`src/rtl/fft_mag_pkg.sv`:
```
// Shared types and widths for the FFT spectrum magnitude block.
package fft_mag_pkg;

  localparam int SRC_W = 16;
  localparam int ABS_W = SRC_W - 1;
  localparam int MAG_W = 16;

  typedef enum logic [1:0] {
    ST_IDLE = 2'd0,
    ST_PASS = 2'd1,
    ST_SKIP = 2'd2
  } state_t;

  // max + 3/8*min, with max, min in [0, 32767] this tops out at 45053 so MAG_W never overflows
  function automatic logic [MAG_W-1:0] alpha_max_beta_min(input logic [ABS_W-1:0] mx,
                                                          input logic [ABS_W-1:0] mn);
    return MAG_W'(mx) + MAG_W'(mn >> 2) + MAG_W'(mn >> 3);
  endfunction

endpackage

```
`src/rtl/fft_mag_approx.sv`:
```
// Three-stage alpha-max-beta-min magnitude pipeline with a valid/sop/eop sideband tag.
module fft_mag_approx
  import fft_mag_pkg::*;
#(
  parameter int DATA_W = SRC_W
) (
  input  logic              clk_50m,
  input  logic              rst_n,
  input  logic [DATA_W-1:0] src_re,
  input  logic [DATA_W-1:0] src_im,
  input  logic              beat_vld,
  input  logic              beat_sop,
  input  logic              beat_eop,
  output logic [MAG_W-1:0]  mag,
  output logic              mag_vld,
  output logic              mag_sop,
  output logic              mag_eop
);

  localparam logic signed [DATA_W-1:0] MOST_NEG = {1'b1, {(DATA_W-1){1'b0}}};

  logic        [DATA_W-2:0] are_p0, aim_p0;
  logic        [DATA_W-2:0] mx_p1, mn_p1;
  logic        [MAG_W-1:0]  mag_p2;
  logic                     vld_p0, vld_p1, vld_p2;
  logic                     sop_p0, sop_p1, sop_p2;
  logic                     eop_p0, eop_p1, eop_p2;
  logic signed [DATA_W-1:0] re_s, im_s;

  assign re_s = src_re;
  assign im_s = src_im;

  function automatic logic [DATA_W-2:0] abs_sat(input logic signed [DATA_W-1:0] x);
    logic signed [DATA_W-1:0] neg;
    neg = -x;
    if (x == MOST_NEG) return {(DATA_W-1){1'b1}};
    else if (x < 0)    return neg[DATA_W-2:0];
    else               return x[DATA_W-2:0];
  endfunction

  always_ff @(posedge clk_50m) begin
    if (!rst_n) begin
      vld_p0 <= 1'b0;  sop_p0 <= 1'b0;  eop_p0 <= 1'b0;
      vld_p1 <= 1'b0;  sop_p1 <= 1'b0;  eop_p1 <= 1'b0;
      vld_p2 <= 1'b0;  sop_p2 <= 1'b0;  eop_p2 <= 1'b0;
    end else begin
      vld_p0 <= beat_vld;  sop_p0 <= beat_sop;  eop_p0 <= beat_eop;
      vld_p1 <= vld_p0;    sop_p1 <= sop_p0;    eop_p1 <= eop_p0;
      vld_p2 <= vld_p1;    sop_p2 <= sop_p1;    eop_p2 <= eop_p1;
    end
  end

  always_ff @(posedge clk_50m) begin
    // stage p0: saturating absolute values
    are_p0 <= abs_sat(re_s);
    aim_p0 <= abs_sat(im_s);
    // stage p1: order the two components
    mx_p1  <= (are_p0 >= aim_p0) ? are_p0 : aim_p0;
    mn_p1  <= (are_p0 >= aim_p0) ? aim_p0 : are_p0;
    // stage p2: magnitude estimate
    mag_p2 <= alpha_max_beta_min(mx_p1, mn_p1);
  end

  assign mag     = mag_p2;
  assign mag_vld = vld_p2;
  assign mag_sop = sop_p2;
  assign mag_eop = eop_p2;

endmodule

```
`src/rtl/fft_spectrum_mag.sv`:
```
// Frames FFT source beats, forwards the leading OUT_BINS bins as magnitudes and flags framing faults.
module fft_spectrum_mag
  import fft_mag_pkg::*;
#(
  parameter int FFT_N    = 256,
  parameter int OUT_BINS = 128
) (
  input  logic             clk_50m,
  input  logic             rst_n,
  input  logic [SRC_W-1:0] src_real,
  input  logic [SRC_W-1:0] src_imag,
  input  logic             src_valid,
  input  logic             src_sop,
  input  logic             src_eop,
  output logic [MAG_W-1:0] fft_data,
  output logic             fft_valid,
  output logic             fft_sop,
  output logic             fft_eop,
  output logic             frame_err,
  output logic [15:0]      frame_cnt
);

  localparam int               BIN_W     = $clog2(FFT_N);
  localparam logic [BIN_W-1:0] LAST_BIN  = BIN_W'(FFT_N - 1);
  localparam logic [BIN_W-1:0] PASS_LAST = BIN_W'(OUT_BINS - 1);
  localparam bit               FULL_PASS = (OUT_BINS == FFT_N);

  state_t           state, state_nxt, eff_state;
  logic [BIN_W-1:0] bin_cnt, bin_nxt, eff_bin;
  logic             fwd, fwd_sop, fwd_eop, err;
  logic [MAG_W-1:0] mag;
  logic             mag_vld, mag_sop, mag_eop;

  // A sop beat always restarts the frame at bin 0, whatever state it lands in
  assign eff_state = src_sop ? ST_PASS : state;
  assign eff_bin   = src_sop ? '0 : bin_cnt;

  always_ff @(posedge clk_50m) begin
    if (!rst_n) begin
      state   <= ST_IDLE;
      bin_cnt <= '0;
    end else begin
      state   <= state_nxt;
      bin_cnt <= bin_nxt;
    end
  end

  always_comb begin
    state_nxt = state;
    bin_nxt   = bin_cnt;
    if (src_valid) begin
      state_nxt = eff_state;
      bin_nxt   = eff_bin + 1'b1;
      case (eff_state)
        ST_PASS: begin
          if (src_eop || (eff_bin == PASS_LAST && FULL_PASS)) begin
            state_nxt = ST_IDLE;
            bin_nxt   = '0;
          end else if (eff_bin == PASS_LAST) begin
            state_nxt = ST_SKIP;
          end
        end
        ST_SKIP: begin
          if (src_eop || eff_bin == LAST_BIN) begin
            state_nxt = ST_IDLE;
            bin_nxt   = '0;
          end
        end
        default: begin
          state_nxt = ST_IDLE;
          bin_nxt   = '0;
        end
      endcase
    end
  end

  always_comb begin
    fwd     = 1'b0;
    fwd_sop = 1'b0;
    fwd_eop = 1'b0;
    err     = 1'b0;
    if (src_valid) begin
      err = src_sop && (state != ST_IDLE);
      case (eff_state)
        ST_PASS: begin
          fwd     = 1'b1;
          fwd_sop = src_sop;
          if (src_eop) begin
            fwd_eop = 1'b1;
            if (eff_bin != LAST_BIN) err = 1'b1;
          end else if (eff_bin == PASS_LAST) begin
            fwd_eop = 1'b1;
            if (FULL_PASS) err = 1'b1;
          end
        end
        ST_SKIP: begin
          if (src_eop) begin
            if (eff_bin != LAST_BIN) err = 1'b1;
          end else if (eff_bin == LAST_BIN) begin
            err = 1'b1;
          end
        end
        default: ;
      endcase
    end
  end

  fft_mag_approx #(
    .DATA_W (SRC_W)
  ) u_mag (
    .clk_50m  (clk_50m),
    .rst_n    (rst_n),
    .src_re   (src_real),
    .src_im   (src_imag),
    .beat_vld (fwd),
    .beat_sop (fwd_sop),
    .beat_eop (fwd_eop),
    .mag      (mag),
    .mag_vld  (mag_vld),
    .mag_sop  (mag_sop),
    .mag_eop  (mag_eop)
  );

  assign fft_data  = mag_vld ? mag : '0;
  assign fft_valid = mag_vld;
  assign fft_sop   = mag_sop;
  assign fft_eop   = mag_eop;

  always_ff @(posedge clk_50m) begin
    if (!rst_n) begin
      frame_err <= 1'b0;
      frame_cnt <= '0;
    end else begin
      frame_err <= err;
      if (mag_vld && mag_eop) frame_cnt <= frame_cnt + 1'b1;
    end
  end

endmodule
```
`config.mk`:
```
export PLATFORM = sky130hd
export DESIGN_NAME = fft_spectrum_mag
export DESIGN_NICKNAME = d
export VERILOG_FILES = /design/src/rtl/fft_mag_pkg.sv /design/src/rtl/fft_mag_approx.sv /design/src/rtl/fft_spectrum_mag.sv
export SDC_FILE = /design/constraint.sdc
export NUM_CORES = 1
export LEC_CHECK = 0
export CORE_MARGIN = 2
export CORE_UTILIZATION = 51
export CTS_CLUSTER_SIZE = 40
export DETAILED_ROUTE_END_ITERATION = 8
export PLACE_DENSITY = 0.75
export SYNTH_ARGS = -nofsm -noshare
export SYNTH_HDL_FRONTEND = slang
export SYNTH_SLANG_ARGS = --single-unit
```
`constraint.sdc`:
```
create_clock -name clk_50m -period 2.3 [get_ports clk_50m]
set_input_delay 0.345 -clock clk_50m [delete_from_list [all_inputs] [get_ports clk_50m]]
set_output_delay 0.345 -clock clk_50m [all_outputs]
set_load 0.01 [all_outputs]
```
======== Word-level counts from Yosys, hierarchy flattened ========
Index checks and enable logic that the tools add are counted.
cells by class
  reductions and logical operators ........ 6
  $add $sub $neg .......................... 6
  equality and inequality tests ........... 7
  order comparisons ....................... 3
  multiplexer cells ....................... 22
operators by type and width
  kind                     count
  $mux W15                 4
  $eq A16 B16 Y1 const B   2
  $lt A16 B1 Y1 const B    2
  $neg A15 Y15             2
  $mux W8                  3
  $add A15 B13 Y16         1
  $add A16 B1 Y16 const B  1
  $add A16 B12 Y16         1
  $mux W16                 1
  $pmux W8 S2              1
  $ge A15 B15 Y1           1
  $add A8 B1 Y8 const B    1
  $eq A8 B7 Y1 const B     1
  $eq A8 B8 Y1 const B     1
  $mux W2                  4
  $ne A8 B8 Y1 const B     1
  $mux W1                  7
  $pmux W2 S2              1
  $reduce_and A3 Y1        1
  $eq A2 B1 Y1 const B     1
  $eq A2 B2 Y1 const B     1
  $logic_and A1 B1 Y1      2
  $pmux W1 S2              1
  $reduce_and A2 Y1        1
  2 further kinds          2
word-level totals
  register bits after elaboration ......... 112
  output and inout bits ................... 36
  word-level logic and storage cells ...... 62
  input bits .............................. 37

======== Longest topological paths before layout ========
  word-level depth ........................ 5
  gate-level depth with buffers ........... 10
  mapped depth without buffers ............ 10

======== Cells and area by module ========
A second synthesis with hierarchy kept.
unflattened totals
  cells, all modules ...................... 583
  area, all modules ....................... 5541.6 um2
modules (own cells, without submodules)
  module            area each (um2)  times used  seq. area each (um2)  cells an instance
  fft_mag_approx    3995.1           1           1661.6                387
  fft_spectrum_mag  1546.5           1           540.5                 196

======== Least setup slack after synthesis ========
No wires, ideal clock.
  path type ............................... in2reg
  start ................................... input src_sop
  end ..................................... register bin_cnt[6]
  setup time .............................. 58 ps
  buffers on the path ..................... 1
  path slack .............................. -78 ps
  arrival ................................. 2320 ps
  data required time ...................... 2242 ps
  stages .................................. 8
  cell sequence ........................... clkbuf_1 -> or2_2 -> ha_1 -> or3b_1 -> or3_1 -> nand2b_1 -> a21boi_1 -> o21a_1
on the way
  cells in the longest elaborated chain, start to end .. 5
  elaborated cells on any way between the ends .. 10
  those cells by class .................... add/sub (1); eq/ne (3); mux (5); reduce/logical (1)
RTL lines
  what                                                                   line                    text
  start: declaration                                                     fft_spectrum_mag.sv:13  input logic src_sop,
  parallel branches: the longest is 4 deep, another holds $add A8 B1 Y8  -
  $pmux W8 S2 *                                                          fft_spectrum_mag.sv:54  case (eff_state)
  end signal: assignment                                                 fft_spectrum_mag.sv:44  bin_cnt <= bin_nxt;
  end: declaration                                                       fft_spectrum_mag.sv:29  logic [BIN_W-1:0] bin_cnt, bin_nxt, eff_bin;
Every way passes the cells marked *.
A chain may end at the register's enable or synchronous reset.

======== Final worst setup path ========
  start ................................... register u_mag.mn_p1[4]
  end ..................................... register u_mag.mag_p2[15], in the netlist u_mag.mag[15]
on the way
  cells in the longest elaborated chain, start to end .. 2
RTL lines
  what                      line                  text
  start: declaration        fft_mag_approx.sv:23  logic [DATA_W-2:0] mx_p1, mn_p1;
  start signal: assignment  fft_mag_approx.sv:59  mn_p1 <= (are_p0 >= aim_p0) ? aim_p0 : are_p0;
  $add A15 B13 Y16          fft_mag_pkg.sv:17     return MAG_W'(mx) + MAG_W'(mn >> 2) + MAG_W'(mn >> 3);
  $add A16 B12 Y16 *        fft_mag_pkg.sv:17
  end signal: assignment    fft_mag_approx.sv:61  mag_p2 <= alpha_max_beta_min(mx_p1, mn_p1);
  end: declaration          fft_mag_approx.sv:24  logic [MAG_W-1:0] mag_p2;
Mark *: on every way between the ends. The rest lies on a longest branch, timed or not.

==> flow_metrics.py <==
metrics = {
    "run_status": {
        "status": "complete, but fails checks",
        "violations": "negative setup slack",
    },
    "synth": {
        "async_flop_share_pct": 0,
        "synth-edff-count": 0,
        "synth.distinct_cells": 57,
        "synth-main-ff-cell": "dfxtp_1",
        "syn-cell-area_um2": 6000,
        "synthesis.nets": 761,
        "syn_inst": 676,
        "yosys_register_bits": 110,
        "avgSynthCellArea_um2": 8.88,
        "ys_seq_area_share_pct": 36.7,
        "yosysWarnings": 0,
    },
    "routing": {
        "viasPerCell": 5.81,
        "postRouteAntennaNets": 0,
        "wl_um": 13200,
        "routedWlPerCell_um": 14.4,
        "dr.pass1.iters": 5,
        "vias": 5320,
        "drt-initial-drc-count": 505,
        "drc": 0,
    },
    "timing": {
        "slew_viol_final": 0,
        "slew_headroom_pct": 56.0,
        "hold_ws_ps": 427,
        "worst_slew_pin_slew_ps": 658,
        "hold_viol": 0,
        "fin_crit_sh_pct": 101,
        "period_minus_slack_ps": 2330,
        "setup_violations": 2,
        "rsz0062_at_grt": "yes",
        "max_clock_freq_mhz": 429,
        "clock_skew_ps": 9.87,
        "worst_slack_ps": -33.0,
    },
    "clocking": {
        "cts_sinks": 110,
        "cts_tree": "yes",
        "cts.hold.buffers_added": 0,
        "insertion_delay_ps": 350,
        "clockBufferDepth": 2,
        "cts.clk_slew.worst_paths_ps": 80,
        "cts_root_buf": "clkbuf_16",
        "h-tree-depth": 3,
        "cts_made_buffers": 9,
    },
    "layout": {
        "fillers": 942,
        "area_growth_pct": 25.8,
        "final_common_cell": "dfxtp_1",
        "antennaDiodeCount": 0,
        "fin_nets": 853,
        "drive_gt1_share_pct": 12.4,
        "layout_common_cells": "dfxtp_1 (105), clkdlybuf4s50_1 (72), nand2_1 (47), buf_4 (45), o21ai_0 (44)",
        "final_util_pct": 65.9,
    },
    "critical_path": {
        "r2r-end": "u_mag.mag[15]$_DFF_P_",
        "crit_chain": "fa_1 > ha_2 > fa_2 > a211oi_2 > o211ai_1 > nand3_1 > o21ai_2 > a22o_1",
        "cp.arrival_ps": 2580,
        "reg2regPathDepth": 8,
        "reg2reg_slack_ps": -30,
        "cp.required_ps": 2540,
        "cp_max_fo": 3,
        "critPathLaunch": "u_mag.mn_p1[4]$_DFF_P_",
        "end_kind": "register",
        "crit_type": "reg2reg",
        "cp-start-kind": "register",
        "crit_path_top_delay_cell": "fa_1",
        "max_stage_delay_ps": 500,
        "timing.rr.start": "u_mag.mn_p1[4]$_DFF_P_",
        "critPathTopFamily": "adder cells",
        "critPathBufInv": 0,
    },
    "pwr": {
        "vdd_drop_max_mv": 0.580,
        "p_leak_nw": 3.01,
        "p_total_mw": 6.93,
        "power_density_nw_per_um2": 918,
    },
    "flow_run": {
        "cap_violations": 0,
    },
    "global_route": {
        "grt_pass1_wl_um": 22600,
        "grt_start_max_net_pins": 29,
        "antenna_found_initial": 0,
        "gr-usage-all-layers_pct": 21.4,
        "grt_remaining_overflow": 0,
        "grt_pass1_vias": 5089,
    },
    "placed_design": {
        "hpwl_um": 9490,
        "numPortBuffers": 72,
        "place.gp.congestion": 0.839,
    },
    "floorplan": {
        "pin_count": 73,
        "core_um2": 11500,
        "dieArea_um2": 12700,
        "fp.dieH_um": 112,
        "fp-row-count": 39,
        "die_x_um": 112,
        "initial_core_util_pct": 52.4,
    },
    "min_path": {
        "hp-start": "u_mag.vld_p0$_SDFF_PN0_",
        "whs_endpoint": "u_mag.vld_p1$_SDFF_PN0_",
        "hold_class": "reg2reg",
        "whs_path_depth": 1,
    },
}
-- how the worst max path moves through the flow --
stage,endpoint,slack [ps],cells past startpoint
floorplan,bin_cnt[6]$_SDFFE_PN0P_,-30,8
global placement,bin_cnt[6]$_SDFFE_PN0P_,-360,8
detailed placement,bin_cnt[6]$_SDFFE_PN0P_,-410,8
CTS,u_mag.mag[14]$_DFF_P_,1,9
global route,u_mag.mag[14]$_DFF_P_,-110,8
finish,u_mag.mag[15]$_DFF_P_,-30,8
-- synth_stat cells (all sizes together), types with 8 or more instances --
| cell type | n | area share, % |
|---|---|---|
| clkbuf | 34 | 2.1 |
| fa | 13 | 4.3 |
| and2 | 26 | 2.7 |
| nor3 | 10 | 0.83 |
| o21ai | 53 | 4.4 |
| nor2b | 8 | 0.83 |
| a21oi | 26 | 2.2 |
| nand2 | 47 | 2.9 |
| inv | 37 | 2.3 |
| nand3 | 39 | 3.3 |
| o211ai | 33 | 4.2 |
| xnor2 | 22 | 3.2 |
| dfxtp | 110 | 37 |
| o21a | 9 | 1.1 |
| a21o | 10 | 1.3 |
| xor2 | 19 | 2.8 |
| ha | 35 | 7.3 |
| o2111ai | 28 | 4.1 |
| nor2 | 28 | 1.8 |
-- flip-flops by register name (all words and copies together), names as in the netlist --
register and count:
bin_cnt 8, frame_cnt 16, frame_err 1, state 2
u_mag.aim_p0 15, u_mag.are_p0 15, u_mag.eop_p0 1, u_mag.eop_p1 1
u_mag.mag 16, u_mag.mag_eop 1, u_mag.mag_sop 1, u_mag.mag_vld 1
u_mag.mn_p1 13, u_mag.mx_p1 15, u_mag.sop_p0 1, u_mag.sop_p1 1
u_mag.vld_p0 1, u_mag.vld_p1 1
-- area by class of cell --
cell class / instances / area, um2 / share of cell area, %
inverter: 37 / 139 / 1.84
multi-input combinational: 493 / 3650 / 48.3
sequential: 110 / 2210 / 29.2
clock inverter: 7 / 95.1 / 1.26
clock buffer: 9 / 225 / 2.98
tap: 143 / 179 / 2.37
timing repair buffer: 117 / 1060 / 14.0
-- per-stage QoR --
| step | instances | area, um2 | setup TNS (ps) | setup WS [ps] |
|---|---|---|---|---|
| 6_report | 916 | 7550 | -51.7 | -33.0 |
| 5_1_grt | 916 | 7550 | -527 | -108 |
| 4_1_cts | 914 | 7480 | 0 | 1.06 |
| 3_5_place_dp | 895 | 7080 | -4260 | -409 |
| 3_3_place_gp | 895 | 7080 | -2360 | -359 |
| 2_1_floorplan | 676 | 6020 | -26.0 | -26.0 |
-- where the power goes --
group | internal [mW] | leakage, nW | switching (mW)
clock network | 0.881 | 0.158 | 0.749
registers | 2.27 | 0.915 | 0.171
logic | 1.38 | 1.94 | 1.48
-- cells by family (layout without fill, tap and decap cells) --
family / after synthesis / after routing / synth area share, %
buf+inv: 74 / 170 / 4.69
xor+xnor: 41 / 41 / 5.98
compound gates: 196 / 197 / 22.6
fa+ha+maj: 48 / 48 / 11.6
flops: 110 / 110 / 36.7
simple gates: 201 / 201 / 17.4
mux: 6 / 6 / 1.06
-- per-layer routing --
layer  wire length (um)  global-route usage (%)  up-vias
met5                  0                       0        -
met4                211                    7.64        0
met3                651                    3.46       19
met2               6560                    37.3      171
met1               5730                    26.9     2488
li1                   -                       -     2642
-- timing repair --
action	4_1_cts	5_1_grt
setup endpoints to repair	35	40
pin swaps	7	3
endpoints found under the hold margin	0	0
setup buffers	3	1
resized for setup	13	14
cloned	0	1
(Power assumes the default switching activity.)
